`src/rtl/step_ctrl_pkg.sv`:
```
// Shared types and default parameter values for the generation-step controller
// and its button debouncer.
package step_ctrl_pkg;

  typedef enum logic {IDLE, BUSY} step_state_t;

  localparam int GEN_W_DEF    = 16;
  localparam int MISS_W_DEF   = 8;
  localparam int DEBOUNCE_DEF = 500000;

endpackage

```
`src/rtl/step_ctrl_if.sv`:
```
// Step request/acknowledge handshake between the step controller (master)
// and the compute engine (slave).
interface step_ctrl_if;

  logic step_req;
  logic busy;
  logic step_ack;

  modport master (
    output step_req,
    output busy,
    input  step_ack
  );

  modport slave (
    input  step_req,
    input  busy,
    output step_ack
  );

endinterface

```
`src/rtl/btn_debounce.sv`:
```
// Push-button conditioner: 2-FF synchronizer, hold-time debounce counter and a
// single registered press pulse per accepted press.
module btn_debounce
  import step_ctrl_pkg::*;
#(
  parameter int DEBOUNCE_CYCLES = DEBOUNCE_DEF
) (
  input  logic clk,
  input  logic rst,
  input  logic btn_raw,
  output logic press
);

  localparam int             CNT_W   = $clog2(DEBOUNCE_CYCLES + 1);
  localparam logic [CNT_W-1:0] CNT_MAX = CNT_W'(DEBOUNCE_CYCLES);
  localparam logic [CNT_W-1:0] CNT_PRE = CNT_W'(DEBOUNCE_CYCLES - 1);

  logic             sync_1;
  logic             sync_2;
  logic [CNT_W-1:0] cnt;

  always_ff @(posedge clk or negedge rst) begin
    if (!rst) begin
      sync_1 <= 1'b0;
      sync_2 <= 1'b0;
    end else begin
      sync_1 <= btn_raw;
      sync_2 <= sync_1;
    end
  end

  // Counter parks at CNT_MAX so a held button cannot produce a second pulse.
  always_ff @(posedge clk or negedge rst) begin
    if (!rst) begin
      cnt <= '0;
    end else if (!sync_2) begin
      cnt <= '0;
    end else if (cnt != CNT_MAX) begin
      cnt <= cnt + CNT_W'(1);
    end
  end

  always_ff @(posedge clk or negedge rst) begin
    if (!rst) begin
      press <= 1'b0;
    end else begin
      press <= sync_2 && (cnt == CNT_PRE);
    end
  end

endmodule

```
`src/rtl/step_ctrl.sv`:
```
// Generation-step controller: turns divider ticks (running) or debounced button
// presses (paused) into held step requests, counting completions and misses.
module step_ctrl
  import step_ctrl_pkg::*;
#(
  parameter int GEN_W           = GEN_W_DEF,
  parameter int MISS_W          = MISS_W_DEF,
  parameter int DEBOUNCE_CYCLES = DEBOUNCE_DEF
) (
  input  logic              clk,
  input  logic              rst,
  input  logic              tick_lvl,
  input  logic              run,
  input  logic              step_btn,
  input  logic              clr,
  step_ctrl_if.master       hs,
  output logic [GEN_W-1:0]  gen_count,
  output logic [MISS_W-1:0] missed_count
);

  step_state_t state;
  step_state_t state_nxt;

  logic tick_prev;
  logic armed;
  logic tick_rise_q;
  logic press;
  logic trig;
  logic gen_inc;
  logic miss_inc;

  btn_debounce #(
    .DEBOUNCE_CYCLES(DEBOUNCE_CYCLES)
  ) u_btn (
    .clk     (clk),
    .rst     (rst),
    .btn_raw (step_btn),
    .press   (press)
  );

  // The rise is registered so both trigger sources reach the FSM one cycle
  // late; armed masks the first post-reset sample so a level that was already
  // high when reset released is not mistaken for a fresh edge.
  always_ff @(posedge clk or negedge rst) begin
    if (!rst) begin
      tick_prev   <= 1'b0;
      armed       <= 1'b0;
      tick_rise_q <= 1'b0;
    end else begin
      tick_prev   <= tick_lvl;
      armed       <= 1'b1;
      tick_rise_q <= armed & tick_lvl & ~tick_prev;
    end
  end

  assign trig = run ? tick_rise_q : press;

  always_ff @(posedge clk or negedge rst) begin
    if (!rst) begin
      state <= IDLE;
    end else begin
      state <= state_nxt;
    end
  end

  always_comb begin
    state_nxt = state;
    gen_inc   = 1'b0;
    miss_inc  = 1'b0;
    case (state)
      IDLE: begin
        if (trig) begin
          state_nxt = BUSY;
        end
      end
      BUSY: begin
        if (hs.step_ack) begin
          state_nxt = IDLE;
          gen_inc   = 1'b1;
        end
        if (trig) begin
          miss_inc = 1'b1;
        end
      end
    endcase
  end

  always_ff @(posedge clk or negedge rst) begin
    if (!rst) begin
      gen_count <= '0;
    end else if (clr) begin
      gen_count <= '0;
    end else if (gen_inc) begin
      gen_count <= gen_count + GEN_W'(1);
    end
  end

  always_ff @(posedge clk or negedge rst) begin
    if (!rst) begin
      missed_count <= '0;
    end else if (clr) begin
      missed_count <= '0;
    end else if (miss_inc && (missed_count != '1)) begin
      missed_count <= missed_count + MISS_W'(1);
    end
  end

  assign hs.step_req = (state == BUSY);
  assign hs.busy     = hs.step_req;

endmodule

```
`src/flat_wrapper.sv`:
```
// flat-port wrapper written by rule: the top's interface ports become plain ports
module step_ctrl_flat import step_ctrl_pkg::*;
#(
  parameter int GEN_W           = GEN_W_DEF,
  parameter int MISS_W          = MISS_W_DEF,
  parameter int DEBOUNCE_CYCLES = DEBOUNCE_DEF
)
  (clk, rst, tick_lvl, run, step_btn, clr, gen_count, missed_count, hs_step_req, hs_busy, hs_step_ack);
  step_ctrl_if hs_i ();
  input  logic clk;
  input  logic rst;
  input  logic tick_lvl;
  input  logic run;
  input  logic step_btn;
  input  logic clr;
  output logic [GEN_W-1:0] gen_count;
  output logic [MISS_W-1:0] missed_count;
  output wire logic [$bits(hs_i.step_req)-1:0] hs_step_req;
  output wire logic [$bits(hs_i.busy)-1:0] hs_busy;
  input wire logic [$bits(hs_i.step_ack)-1:0] hs_step_ack;
  assign hs_step_req = hs_i.step_req;
  assign hs_busy = hs_i.busy;
  assign hs_i.step_ack = hs_step_ack;
  step_ctrl #(.GEN_W(GEN_W), .MISS_W(MISS_W), .DEBOUNCE_CYCLES(DEBOUNCE_CYCLES)) u_core (.clk(clk), .rst(rst), .tick_lvl(tick_lvl), .run(run), .step_btn(step_btn), .clr(clr), .hs(hs_i), .gen_count(gen_count), .missed_count(missed_count));
endmodule
```
`config.mk`:
```
export PLATFORM = sky130hd
export DESIGN_NAME = step_ctrl_flat
export DESIGN_NICKNAME = d
export VERILOG_FILES = /design/src/rtl/step_ctrl_pkg.sv /design/src/rtl/step_ctrl_if.sv /design/src/rtl/btn_debounce.sv /design/src/rtl/step_ctrl.sv /design/src/flat_wrapper.sv
export SDC_FILE = /design/constraint.sdc
export NUM_CORES = 1
export LEC_CHECK = 0
export BUFFER_PORTS_ARGS = -buffer_cell sky130_fd_sc_hd__clkbuf_2
export CORE_MARGIN = 2
export CORE_UTILIZATION = 55
export DETAILED_ROUTE_END_ITERATION = 7
export PLACE_DENSITY = 0.77
export SLEW_MARGIN = 15
export SYNTH_ARGS = -nofsm -noshare
export SYNTH_HDL_FRONTEND = slang
export SYNTH_HIERARCHICAL = 1
export SYNTH_SLANG_ARGS = --single-unit
```
`constraint.sdc`:
```
create_clock -name clk -period 2.5 [get_ports clk]
set_input_delay 0.125 -clock clk [delete_from_list [all_inputs] [get_ports clk]]
set_output_delay 0.125 -clock clk [all_outputs]
set_load 0.02 [all_outputs]
```
==> metrics.log, run 1 <==
[metrics] horizontal die dimension: 71.4 um
[metrics] final hold vios: 0
[metrics] number of gates resized after cts: 0
[metrics] sum of negative setup slack: 0 ns
[metrics] fraction of registers with async set/reset: 100%
[metrics] clock skew after layout: 0.00726 ns
[metrics] share of cells above drive strength 1: 18.3%
[metrics] summed instance area of the synthesized netlist: 2500 um^2
[metrics] Critical Path Max Stage Delay: 0.54 ns
[metrics] wire length of the first global-routing pass: 8240 um
[metrics] worst-case clock buffer depth: 2
[metrics] Syn Inst Count: 251
[metrics] clock insertion delay at the later pin of the skew report: 0.30 ns
[metrics] Remaining Overflow, GRT: 0
[metrics] I/O Pins: 33
[metrics] CTS clock-pin slew for the worst setup and hold paths: 0.09 ns
[metrics] die area: 5090 um^2
[metrics] number of flops mapped to enable cells by yosys: 0
[metrics] Clock H-tree levels: 2
[metrics] result of the run: completed
[metrics] final worst-path cycle share: 78.5%
[metrics] Vias/cell: 5.64
[metrics] Max Fanout on Critical Path: 7
[metrics] mean routed wirelength per cell: 13.8 um
[metrics] Residual DRC: 0
[metrics] Post-Synthesis Net Count: 263
[metrics] height of the die: 71.4 um
[metrics] fill cell count: 371
[metrics] cell at the slowest stage of the critical path: sky130_fd_sc_hd__or3_2
[metrics] setup repair after global routing missed its margin: false
[metrics] starting density of the core: 57.3%
[metrics] final non-filler cell total: 342
[metrics] number of placed instances with taps included: 331
[metrics] total clock sinks: 50
[metrics] required time reported for the critical path endpoint: 2.69 ns
[metrics] Setup Buffers After CTS: 0
[metrics] critical-path cell list: ha_1 > nand3_1 > or3_2 > o31a_1 > o21a_1
[metrics] Final setup violation count: 0
[metrics] Achievable Freq: 510 MHz
[metrics] type of destination of the critical path: flop
[metrics] number of antenna violations at the first check in global routing: 0
[metrics] Final ANT Viol Nets: 0
[metrics] number of warnings issued by yosys: 6
[metrics] routed vias: 1930
[metrics] Ant. Diodes: 0
[metrics] vias in the first global route: 1841
[metrics] Netlist cell types: 41
[metrics] Seq. cell area: 1250 um^2
[metrics] CTS tree: built
[metrics] predominant post-synthesis flop cell: sky130_fd_sc_hd__dfrtp_1
[metrics] final estimated routing congestion in global placement: 0.834
[metrics] worst setup path class: flop to flop
[metrics] # port buffers: 32
[metrics] overall power consumption: 1.49 mW
[metrics] most common cell after layout, fill and taps aside: sky130_fd_sc_hd__dfrtp_1
[metrics] classification of the worst-slack hold path: input pin to flop
[metrics] number of nets in the final layout: 301
[metrics] total number of placement rows: 24
[metrics] MaxCap Viol Count: 0
[metrics] leakage power: 1.21 nW
[metrics] worst slew margin relative to its limit: 64.9%
[metrics] largest net degree at the start of global routing: 26
[metrics] standard cell core area: 4350 um^2
[metrics] post-synthesis register bit count: 50
[metrics] root buf cell: sky130_fd_sc_hd__clkbuf_8
[metrics] Detailed Route WL: 4720 um
[metrics] number of max-slew violations in the final report: 0
[metrics] most used cells in the layout excluding fill and tap cells: sky130_fd_sc_hd__dfrtp_1, sky130_fd_sc_hd__clkbuf_2, sky130_fd_sc_hd__nor2_1
[metrics] Synth Area per Inst: 9.94 um^2
[metrics] all-layer global routing usage: 20.4%
[metrics] data arrival time of the critical path: 2.15 ns
[metrics] CTS buffer count: 5
[metrics] detailed-routing iteration count for the pre-antenna-repair pass: 4
[metrics] category of the worst setup path launch point: flop
[metrics] transition time at the pin with the least slew margin: 0.524 ns
[metrics] cell area power density: 525 nW/um^2
[metrics] multi-input gate area in the final layout: 1170 um^2
[metrics] DRC violation total after the first TritonRoute iteration: 119
[metrics] final worst path period need: 1.96 ns
[metrics] Worst IR Drop VDD: 0.326 mV
[metrics] sequential-to-total area share from yosys stat: 50.1%
[metrics] area growth from synthesis to layout: 13.4%
[metrics] Final HPWL DP: 3370 um
==> per-layer routing <==
metal	part of all wire, %	up-vias	GRT usage, %
met1	47	915	27.3
met5	0	-	0
met2	48	36	32.5
met4	0.78	0	7.55
met3	4.6	4	5.06
li1	-	975	-
==> cells by family after synthesis <==
group	count (synthesis)	synth area share [%]
and+or+nand+nor	115	26.2
DFF	50	50.1
AOI/OAI and AO/OA	37	8.82
xor gates and xnor gates	23	8.07
buffers and inverters	17	2.86
adders and majority gates	5	2.51
muxes	3	1.25
other	1	0.150
==> cell usage after synthesis, types with 5 or more instances <==
library cell,n,area (um^2)
sky130_fd_sc_hd__nand4_1,6,37.5
sky130_fd_sc_hd__xnor2_1,14,123
sky130_fd_sc_hd__dfrtp_1,50,1250
sky130_fd_sc_hd__or4_1,5,37.5
sky130_fd_sc_hd__inv_1,11,41.3
sky130_fd_sc_hd__xor2_1,9,78.8
sky130_fd_sc_hd__nand3_1,14,70.1
sky130_fd_sc_hd__nand2_1,17,63.8
sky130_fd_sc_hd__ha_1,5,62.6
sky130_fd_sc_hd__a21oi_1,14,70.1
sky130_fd_sc_hd__nor2_1,27,101
sky130_fd_sc_hd__or3_1,7,43.8
sky130_fd_sc_hd__o21ai_0,11,55.1
sky130_fd_sc_hd__nor4_1,7,43.8
sky130_fd_sc_hd__nor3_1,8,40.0
==> layout make-up <==
class	count	share of cell area, %
sequential	50	44.2
multi-input combinational	184	41.4
timing repair buffer	37	7.25
clock buffer	6	2.92
tap	52	2.30
inverter	11	1.46
clock inverter	2	0.442
==> worst max-delay path, delay by kind of cell (launching register included) <==
| family | cells | cell delay [ns] |
|---|---|---|
| AOI/OAI and AO/OA | 2 | 0.43 |
| adders and majority gates | 1 | 0.23 |
| DFF | 1 | 0.47 |
| and+or+nand+nor | 2 | 0.74 |
==> stage by stage <==
step                      hold WS (ns)  cell area (um^2)  worst slack [ns]  utilization, %
after floorplan                 -0.171              2500             0.701               -
after global placement          0.0798              2710             0.667            62.2
after detailed placement        0.0869              2710             0.574            62.2
after CTS                        0.153              2830             0.564            65.0
after global routing             0.169              2830             0.470            65.0
final                            0.155              2830             0.538            65.0
==> path summary, 6_finish.rpt <==
kind	from	to	slack [ns]	cells after the start
worst max-delay path	u_core/u_btn/cnt[0]$_DFFE_PN0P_	u_core/u_btn/cnt[16]$_DFFE_PN0P_	0.54	5
worst min-delay path	hs_step_ack	u_core/gen_count[1]$_DFFE_PN0P_	0.15	3
worst max register to register	u_core/u_btn/cnt[0]$_DFFE_PN0P_	u_core/u_btn/cnt[16]$_DFFE_PN0P_	0.54	5
worst min register to register	u_core/u_btn/sync_1$_DFF_PN0_	u_core/u_btn/sync_2$_DFF_PN0_	0.35	0
max in group asynchronous	rst	u_core/u_btn/cnt[7]$_DFFE_PN0P_	1.61	3
min in group asynchronous	rst	u_core/gen_count[12]$_DFFE_PN0P_	0.31	2
==> flip-flops by register name, indices dropped and copies added, names as in the netlist <==
signal,count
u_core/u_btn/cnt,19
u_core/gen_count,16
u_core/missed_count,8
u_core/armed,1
u_core/hs.busy,1
u_core/tick_prev,1
u_core/tick_rise_q,1
u_core/u_btn/press,1
u_core/u_btn/sync_1,1
u_core/u_btn/sync_2,1
==> what timing repair did <==
item                                    CTS  global route
hold buffers                              3             0
endpoints found under the hold margin    17             0
endpoints found under the setup margin    0             0
==> where the power goes <==
part	leakage (nW)	total, mW	internal [mW]	switching, mW
clock network	0.0472	0.479	0.223	0.257
registers	0.685	0.875	0.830	0.0459
logic	0.481	0.132	0.0444	0.0874
Note: power is estimated with default switching activity, not from simulation.
==> run 2: changes to the inputs <==
- CORE_UTILIZATION: 55 -> 51
- PLACE_DENSITY: 0.77 -> 0.75
- clock period: 2.5 -> 1.6 ns (I/O delays scaled with it)
==> run 2 against run 1 <==
  * Critical path depth decreased by 1
  * Flip-flop and latch count unchanged
  * Clock skew increased by 0.010 ns
  * Worst hold slack got worse by 0.045 ns
  * Routed wire length increased by 26%
  * Sequential power increased by 54%
  * The flow now finishes with violations (setup timing)
  * Register-to-register slack got worse by 0.58 ns
==> metrics.log, run 2 (same netlist as run 1, synthesis figures left out) <==
[metrics] result of the run: complete, but fails checks (was completed)
[metrics] failing checks: setup timing
[metrics] clock insertion delay at the later pin of the skew report: 0.31 ns (was 0.30 ns)
[metrics] number of max-slew violations in the final report: 0 (unchanged)
[metrics] Worst path top cell family by delay: simple AND/OR/NAND/NOR gates (unchanged)
[metrics] detailed-routing iteration count for the pre-antenna-repair pass: 4 (unchanged)
[metrics] Pint: 1.89 mW (was 1.10 mW)
[metrics] leakage power: 1.47 nW (was 1.21 nW)
[metrics] mean routed wirelength per cell: 14.5 um (was 13.8 um)
[metrics] category of the worst setup path launch point: flop (unchanged)
[metrics] I/O Pins: 33 (unchanged)
[metrics] Largest regs: u_core/u_btn/cnt (19), u_core/gen_count (16), u_core/missed_count (8) (unchanged)
[metrics] Critical Path Most Common Cell: sky130_fd_sc_hd__or4_4
[metrics] vias in the first global route: 2140 (was 1841)
[metrics] total clock sinks: 50 (unchanged)
[metrics] root buf cell: sky130_fd_sc_hd__clkbuf_8 (unchanged)
[metrics] share of total power in the clock network: 35.2% (was 32.2%)
[metrics] clock skew after layout: 0.0173 ns (was 0.00726 ns)
[metrics] number of buffer and inverter stages on the critical path: 0 (unchanged)
[metrics] worst-case clock buffer depth: 2 (unchanged)
[metrics] CTS tree: built (unchanged)
[metrics] data arrival time of the critical path: 1.89 ns (was 2.15 ns)
[metrics] final worst-path cycle share: 103% (was 78.5%)
[metrics] cell area power density: 743 nW/um^2 (was 525 nW/um^2)
[metrics] horizontal die dimension: 74.0 um (was 71.4 um)
[metrics] area growth from synthesis to layout: 38.0% (was 13.4%)
[metrics] Final setup violation count: 3 (was 0)
[metrics] Ant. Diodes: 0 (unchanged)
[metrics] number of nets in the final layout: 354 (was 301)
[metrics] flip-flop count of the largest register after layout: 19 (unchanged)
[metrics] # port buffers: 32 (unchanged)
[metrics] classification of the worst-slack hold path: input pin to flop (unchanged)
[metrics] P_sw: 0.672 mW (was 0.390 mW)
[metrics] CTS buffer count: 5 (unchanged)
[metrics] standard cell core area: 4720 um^2 (was 4350 um^2)
[metrics] most used cells in the layout excluding fill and tap cells: sky130_fd_sc_hd__buf_4, sky130_fd_sc_hd__dfrtp_1, sky130_fd_sc_hd__clkbuf_2 (was sky130_fd_sc_hd__dfrtp_1, sky130_fd_sc_hd__clkbuf_2, sky130_fd_sc_hd__nor2_1)
[metrics] CTS clock-pin slew for the worst setup and hold paths: 0.10 ns (was 0.09 ns)
[metrics] Residual DRC: 0 (unchanged)
[metrics] Final HPWL DP: 4000 um (was 3370 um)
[metrics] sum of negative setup slack: -0.110 ns (was 0 ns)
[metrics] MaxCap Viol Count: 0 (unchanged)
[metrics] share of cells above drive strength 1: 40.5% (was 18.3%)
[metrics] Final ANT Viol Nets: 0 (unchanged)
[metrics] switching share of power: 26.2% (about the same)
[metrics] sequential cell fraction of total power: 52.8% (was 58.9%)
[metrics] Worst IR Drop VDD: 0.614 mV (was 0.326 mV)
[metrics] all-layer global routing usage: 22.2% (was 20.4%)
[metrics] starting density of the core: 52.8% (was 57.3%)
[metrics] Finished Core Util: 72.9% (was 65.0%)
[metrics] worst slew margin relative to its limit: 58.5% (was 64.9%)
[metrics] largest net degree at the start of global routing: 51 (was 26)
[metrics] critical-path cell list: nand3_4 > or4_4 > or4_4 > nand2_2 (was ha_1 > nand3_1 > or3_2 > o31a_1 > o21a_1)
[metrics] largest reg by FF count: u_core/u_btn/cnt (unchanged)
[metrics] Remaining Overflow, GRT: 0 (unchanged)
[metrics] final worst path period need: 1.64 ns (was 1.96 ns)
[metrics] most common cell after layout, fill and taps aside: sky130_fd_sc_hd__buf_4 (was sky130_fd_sc_hd__dfrtp_1)
[metrics] total number of placement rows: 25 (was 24)
[metrics] Clock H-tree levels: 2 (unchanged)
[metrics] height of the die: 74.0 um (was 71.4 um)
[metrics] type of destination of the critical path: flop (unchanged)
[metrics] Critical Path Max Stage Delay: 0.54 ns (about the same)
[metrics] routed vias: 2237 (was 1930)
[metrics] required time reported for the critical path endpoint: 1.84 ns (was 2.69 ns)
[metrics] Detailed Route WL: 5950 um (was 4720 um)
[metrics] wire length of the first global-routing pass: 9300 um (was 8240 um)
[metrics] cell at the slowest stage of the critical path: sky130_fd_sc_hd__or4_4 (was sky130_fd_sc_hd__or3_2)
[metrics] setup repair after global routing missed its margin: true (was false)
[metrics] worst setup path class: flop to flop (unchanged)
[metrics] DRC violation total after the first TritonRoute iteration: 147 (was 119)
[metrics] Max Fanout on Critical Path: 4 (was 7)
[metrics] Setup WS post-layout: -0.0421 ns (was 0.538 ns)
[metrics] transition time at the pin with the least slew margin: 0.622 ns (was 0.524 ns)
[metrics] Combinational Power Share: 12.0% (was 8.9%)
[metrics] die area: 5470 um^2 (was 5090 um^2)
[metrics] final estimated routing congestion in global placement: 0.858 (was 0.834)
[metrics] number of antenna violations at the first check in global routing: 0 (unchanged)
[metrics] Achievable Freq: 609 MHz (was 510 MHz)
[metrics] Vias/cell: 5.46 (was 5.64)
[metrics] final hold vios: 0 (unchanged)
[metrics] hold_ws: 0.110 ns (was 0.155 ns)
run 2: final timing paths:
check                      slack (ns)  cells after the start                                 end                            start
min reg2reg                      0.39                      0       u_core/u_btn/sync_2$_DFF_PN0_    u_core/u_btn/sync_1$_DFF_PN0_
max                             -0.04                      4    u_core/u_btn/cnt[17]$_DFFE_PN0P_  u_core/u_btn/cnt[6]$_DFFE_PN0P_
max in group asynchronous        0.74                      3     u_core/u_btn/cnt[1]$_DFFE_PN0P_                              rst
min                              0.11                      3     u_core/gen_count[1]$_DFFE_PN0P_                      hs_step_ack
max reg2reg                     -0.04                      4    u_core/u_btn/cnt[17]$_DFFE_PN0P_  u_core/u_btn/cnt[6]$_DFFE_PN0P_
min in group asynchronous        0.38                      3  u_core/missed_count[6]$_DFFE_PN0P_                              rst
run 2: power groups by stage:
stage          registers (mW)  logic (mW)  clock network, mW
2_1_floorplan            1.39       0.156                  0
3_3_place_gp             1.37       0.278                  0
3_5_place_dp             1.37       0.282                  0
4_1_cts                  1.35       0.294              0.918
5_1_grt                  1.36       0.332              0.976
6_report                 1.35       0.306              0.902
run 2: metrics by stage:
step	cell area (um^2)	cells	worst slack, ns	total power, mW
2_1_floorplan	2540	251	-0.106	1.55
3_3_place_gp	3090	389	-0.00608	1.64
3_5_place_dp	3090	389	-0.0717	1.65
4_1_cts	3270	402	-0.0414	2.56
5_1_grt	3440	410	-0.131	2.67
6_report	3440	410	-0.0421	2.56
run 2: what timing repair did:
item                                    4_1_cts  5_1_grt
hold buffers                                  3        0
pin swaps                                     3       17
resized for setup                             5       24
endpoints found under the hold margin        53        0
endpoints found under the setup margin        8       19
gates cloned                                  0        0
buffers inserted                              2        8
run 2: worst register-to-register path, cell delays in order (launching register included):
cell and delay, ns:
sky130_fd_sc_hd__dfrtp_1 0.43, sky130_fd_sc_hd__nand3_4 0.11, sky130_fd_sc_hd__or4_4 0.54, sky130_fd_sc_hd__or4_4 0.43, sky130_fd_sc_hd__nand2_2 0.07
run 2: final cells by class:
class | instances | area, um^2
Clock buffer | 6 | 72.6
Clock inverter | 2 | 37.5
Fill cell | 328 | 1280
Inverter | 11 | 41.3
Multi-Input combinational cell | 184 | 1330
Sequential cell | 50 | 1260
Tap cell | 67 | 83.8
Timing Repair Buffer | 90 | 614
run 2: per-layer routing:
layer  track usage, %  wire length, um
met2             39.1             3150
met1             26.4             2460
met4             8.89               85
met5                0                0
met3             4.61              254
==> run 3: changes to the inputs <==
- CORE_UTILIZATION: 51 -> 54
- CTS_BUF_LIST: not set -> sky130_fd_sc_hd__clkbuf_8
- HOLD_SLACK_MARGIN: not set -> 0.02
- PLACE_DENSITY: 0.75 -> 0.78
==> run 3 against run 2 <==
  * The run still ends with setup timing left
  * Global-route usage grew 2.4 points
  * Clock power about the same
  * Maximum frequency shrank 0.36%
  * Sequential share of layout area is 0.18 points lower
  * Die area shrank 5.3%
  * Sequential power is essentially flat
  * Clock skew decreased by 0.0038 ns
  * Count of clock-buffer cells in the layout unchanged
  * Critical path depth unchanged
  * Utilization increased by 5.4 points
  * Setup slack lost 0.0059 ns
==> metrics.log, run 3 (same netlist as run 1, synthesis figures left out) <==
[metrics] final hold vios: 0 (unchanged)
[metrics] capture instance of the worst register-to-register path: u_core/u_btn/cnt[15]$_DFFE_PN0P_ (was u_core/u_btn/cnt[17]$_DFFE_PN0P_)
[metrics] largest reg by FF count: u_core/u_btn/cnt (unchanged)
[metrics] Final setup violation count: 4 (was 3)
[metrics] Largest regs: u_core/u_btn/cnt (19), u_core/gen_count (16), u_core/missed_count (8) (unchanged)
[metrics] Max Fanout on Critical Path: 4 (unchanged)
[metrics] area growth from synthesis to layout: 38.5% (was 38.0%)
[metrics] Clock H-tree levels: 2 (unchanged)
[metrics] share of cells above drive strength 1: 41.6% (was 40.5%)
[metrics] worst setup path class: flop to flop (unchanged)
[metrics] Worst IR Drop VDD: 0.469 mV (was 0.614 mV)
[metrics] failing checks: setup timing (unchanged)
[metrics] data arrival time of the critical path: 1.90 ns (was 1.89 ns)
[metrics] routed vias: 2246 (was 2237)
[metrics] fill cell count: 261 (was 328)
[metrics] instance area after placement: 3100 um^2 (was 3090 um^2)
[metrics] worst-case clock buffer depth: 2 (unchanged)
[metrics] leakage power: 1.51 nW (was 1.47 nW)
[metrics] starting density of the core: 56.5% (was 52.8%)
[metrics] length in cells of the worst reg-to-reg path: 4 (unchanged)
[metrics] Residual DRC: 0 (unchanged)
[metrics] number of placed instances with taps included: 376 (was 389)
[metrics] all-layer global routing usage: 24.6% (was 22.2%)
[metrics] total clock sinks: 50 (unchanged)
[metrics] clock skew after layout: 0.0135 ns (was 0.0173 ns)
[metrics] Critical R2R Launch: u_core/u_btn/cnt[0]$_DFFE_PN0P_ (was u_core/u_btn/cnt[6]$_DFFE_PN0P_)
[metrics] number of max-slew violations in the final report: 0 (unchanged)
[metrics] result of the run: complete, but fails checks (unchanged)
[metrics] Detailed Route WL: 6080 um (was 5950 um)
[metrics] clock insertion delay at the later pin of the skew report: 0.31 ns (about the same)
[metrics] CTS buffer count: 5 (unchanged)
[metrics] CTS clock-pin slew for the worst setup and hold paths: 0.09 ns (was 0.10 ns)
[metrics] DRC violation total after the first TritonRoute iteration: 155 (was 147)
[metrics] final worst path period need: 1.65 ns (was 1.64 ns)
[metrics] multi-input gate area in the final layout: 1330 um^2 (unchanged)
[metrics] Vias/cell: 5.64 (was 5.46)
[metrics] Remaining Overflow, GRT: 0 (unchanged)
[metrics] largest net degree at the start of global routing: 26 (was 51)
[metrics] detailed-routing iteration count for the pre-antenna-repair pass: 4 (unchanged)
[metrics] share of total power in the clock network: 35.2% (about the same)
[metrics] Final HPWL DP: 4300 um (was 4000 um)
[metrics] Crit. Startpoint: u_core/u_btn/cnt[0]$_DFFE_PN0P_ (was u_core/u_btn/cnt[6]$_DFFE_PN0P_)
[metrics] total number of placement rows: 24 (was 25)
[metrics] horizontal die dimension: 72.0 um (was 74.0 um)
[metrics] final estimated routing congestion in global placement: 0.865 (was 0.858)
[metrics] flip-flop count of the largest register after layout: 19 (unchanged)
[metrics] final non-filler cell total: 398 (was 410)
[metrics] number of nets in the final layout: 357 (was 354)
[metrics] required time reported for the critical path endpoint: 1.85 ns (was 1.84 ns)
[metrics] I/O Pins: 33 (unchanged)
[metrics] final worst-path cycle share: 103% (about the same)
[metrics] sequential cell fraction of total power: 52.6% (was 52.8%)
[metrics] root buf cell: sky130_fd_sc_hd__clkbuf_8 (unchanged)
[metrics] Ant. Diodes: 0 (unchanged)
[metrics] most common cell after layout, fill and taps aside: sky130_fd_sc_hd__buf_4 (unchanged)
[metrics] cell area power density: 741 nW/um^2 (was 743 nW/um^2)
[metrics] Combinational Power Share: 12.2% (was 12.0%)
[metrics] Setup WS post-layout: -0.0481 ns (was -0.0421 ns)
[metrics] MaxCap Viol Count: 0 (unchanged)
[metrics] transition time at the pin with the least slew margin: 0.533 ns (was 0.622 ns)
[metrics] Pint: 1.93 mW (was 1.89 mW)
[metrics] number of antenna violations at the first check in global routing: 0 (unchanged)
[metrics] R2R setup slack: -0.05 ns (was -0.04 ns)
[metrics] P_sw: 0.631 mW (was 0.672 mW)
[metrics] # port buffers: 32 (unchanged)
[metrics] Achievable Freq: 607 MHz (was 609 MHz)
[metrics] worst slew margin relative to its limit: 64.4% (was 58.5%)
[metrics] Final ANT Viol Nets: 0 (unchanged)
[metrics] switching share of power: 24.6% (was 26.2%)
[metrics] CP endpoint: u_core/u_btn/cnt[15]$_DFFE_PN0P_ (was u_core/u_btn/cnt[17]$_DFFE_PN0P_)
[metrics] height of the die: 72.0 um (was 74.0 um)
[metrics] Seq. cell area: 1260 um^2 (about the same)
[metrics] wire length of the first global-routing pass: 10000 um (was 9300 um)
[metrics] setup repair after global routing missed its margin: true (unchanged)
[metrics] category of the worst setup path launch point: flop (unchanged)
[metrics] hold_ws: 0.113 ns (was 0.110 ns)
[metrics] mean routed wirelength per cell: 15.3 um (was 14.5 um)
[metrics] final design area excluding fillers: 3460 um^2 (was 3440 um^2)
[metrics] type of destination of the critical path: flop (unchanged)
[metrics] standard cell core area: 4410 um^2 (was 4720 um^2)
[metrics] most used cells in the layout excluding fill and tap cells: sky130_fd_sc_hd__buf_4, sky130_fd_sc_hd__dfrtp_1, sky130_fd_sc_hd__clkbuf_2 (unchanged)
[metrics] classification of the worst-slack hold path: input pin to flop (unchanged)
[metrics] CTS tree: built (unchanged)
[metrics] vias in the first global route: 2296 (was 2140)
[metrics] die area: 5180 um^2 (was 5470 um^2)
[run 3: cell count changes in the layout (fill, tap and decap cells not counted), sizes merged]
cell,before,now
clkinvlp,1,0
buf,55,58
inv,11,12
[run 3: power groups by stage]
stage / registers [mW] / logic, mW / clock network [mW]
after floorplan: 1.39 / 0.156 / 0
after global placement: 1.36 / 0.284 / 0
after detailed placement: 1.37 / 0.289 / 0
after CTS: 1.35 / 0.304 / 0.921
after global routing: 1.35 / 0.344 / 0.980
final: 1.35 / 0.313 / 0.901
[run 3: repair_timing]
action,in CTS,in global routing
setup buffers,3,8
resized for setup,5,21
setup endpoints to repair,8,18
hold endpoints to repair,19,0
pin swaps,7,14
hold buffers,3,0
[run 3: worst min path at each step]
| stage | from | endpoint | slack, ns | cells after the start |
|---|---|---|---|---|
| after global routing | hs_step_ack | u_core/gen_count[1]$_DFFE_PN0P_ | 0.11 | 3 |
| after detailed placement | rst | u_core/missed_count[6]$_DFFE_PN0P_ | 0.06 | 1 |
| after floorplan | rst | u_core/armed$_DFF_PN0_ | -0.22 | 0 |
| final | hs_step_ack | u_core/gen_count[1]$_DFFE_PN0P_ | 0.11 | 3 |
| after global placement | rst | u_core/missed_count[6]$_DFFE_PN0P_ | 0.06 | 1 |
| after CTS | hs_step_ack | u_core/gen_count[1]$_DFFE_PN0P_ | 0.11 | 3 |
[run 3: worst max-delay path: stages (launching register included)]
cell	delay [ns]
sky130_fd_sc_hd__dfrtp_1	0.40
sky130_fd_sc_hd__nand4_1	0.13
sky130_fd_sc_hd__or4_4	0.56
sky130_fd_sc_hd__or4_4	0.44
sky130_fd_sc_hd__nand2_2	0.07
[run 3: area by class of cell]
type | count | share of cell area (%)
clock inverter | 2 | 0.977
sequential | 50 | 36.5
clock buffer | 6 | 2.39
inverter | 11 | 1.19
multi-input combinational | 184 | 38.5
timing repair buffer | 93 | 18.6
tap | 52 | 1.88
[run 3: routing by layer]
layer,track usage [%],part of all wire [%],vias up
met5,0,0,-
met4,10.9,2.2,0
met3,4.72,3.4,14
met2,43.1,53,56
met1,29.3,41,1099
li1,-,-,1077
[run 3: per-stage QoR]
stage | power, mW | setup TNS [ns] | util (%) | setup slack (ns)
2_1_floorplan | 1.55 | -0.372 | - | -0.106
3_3_place_gp | 1.65 | -0.00573 | 70.2 | -0.00573
3_5_place_dp | 1.66 | -0.0984 | 70.2 | -0.0295
4_1_cts | 2.57 | -0.0283 | 74.6 | -0.0194
5_1_grt | 2.68 | -0.850 | 78.3 | -0.162
6_report | 2.56 | -0.110 | 78.3 | -0.0481
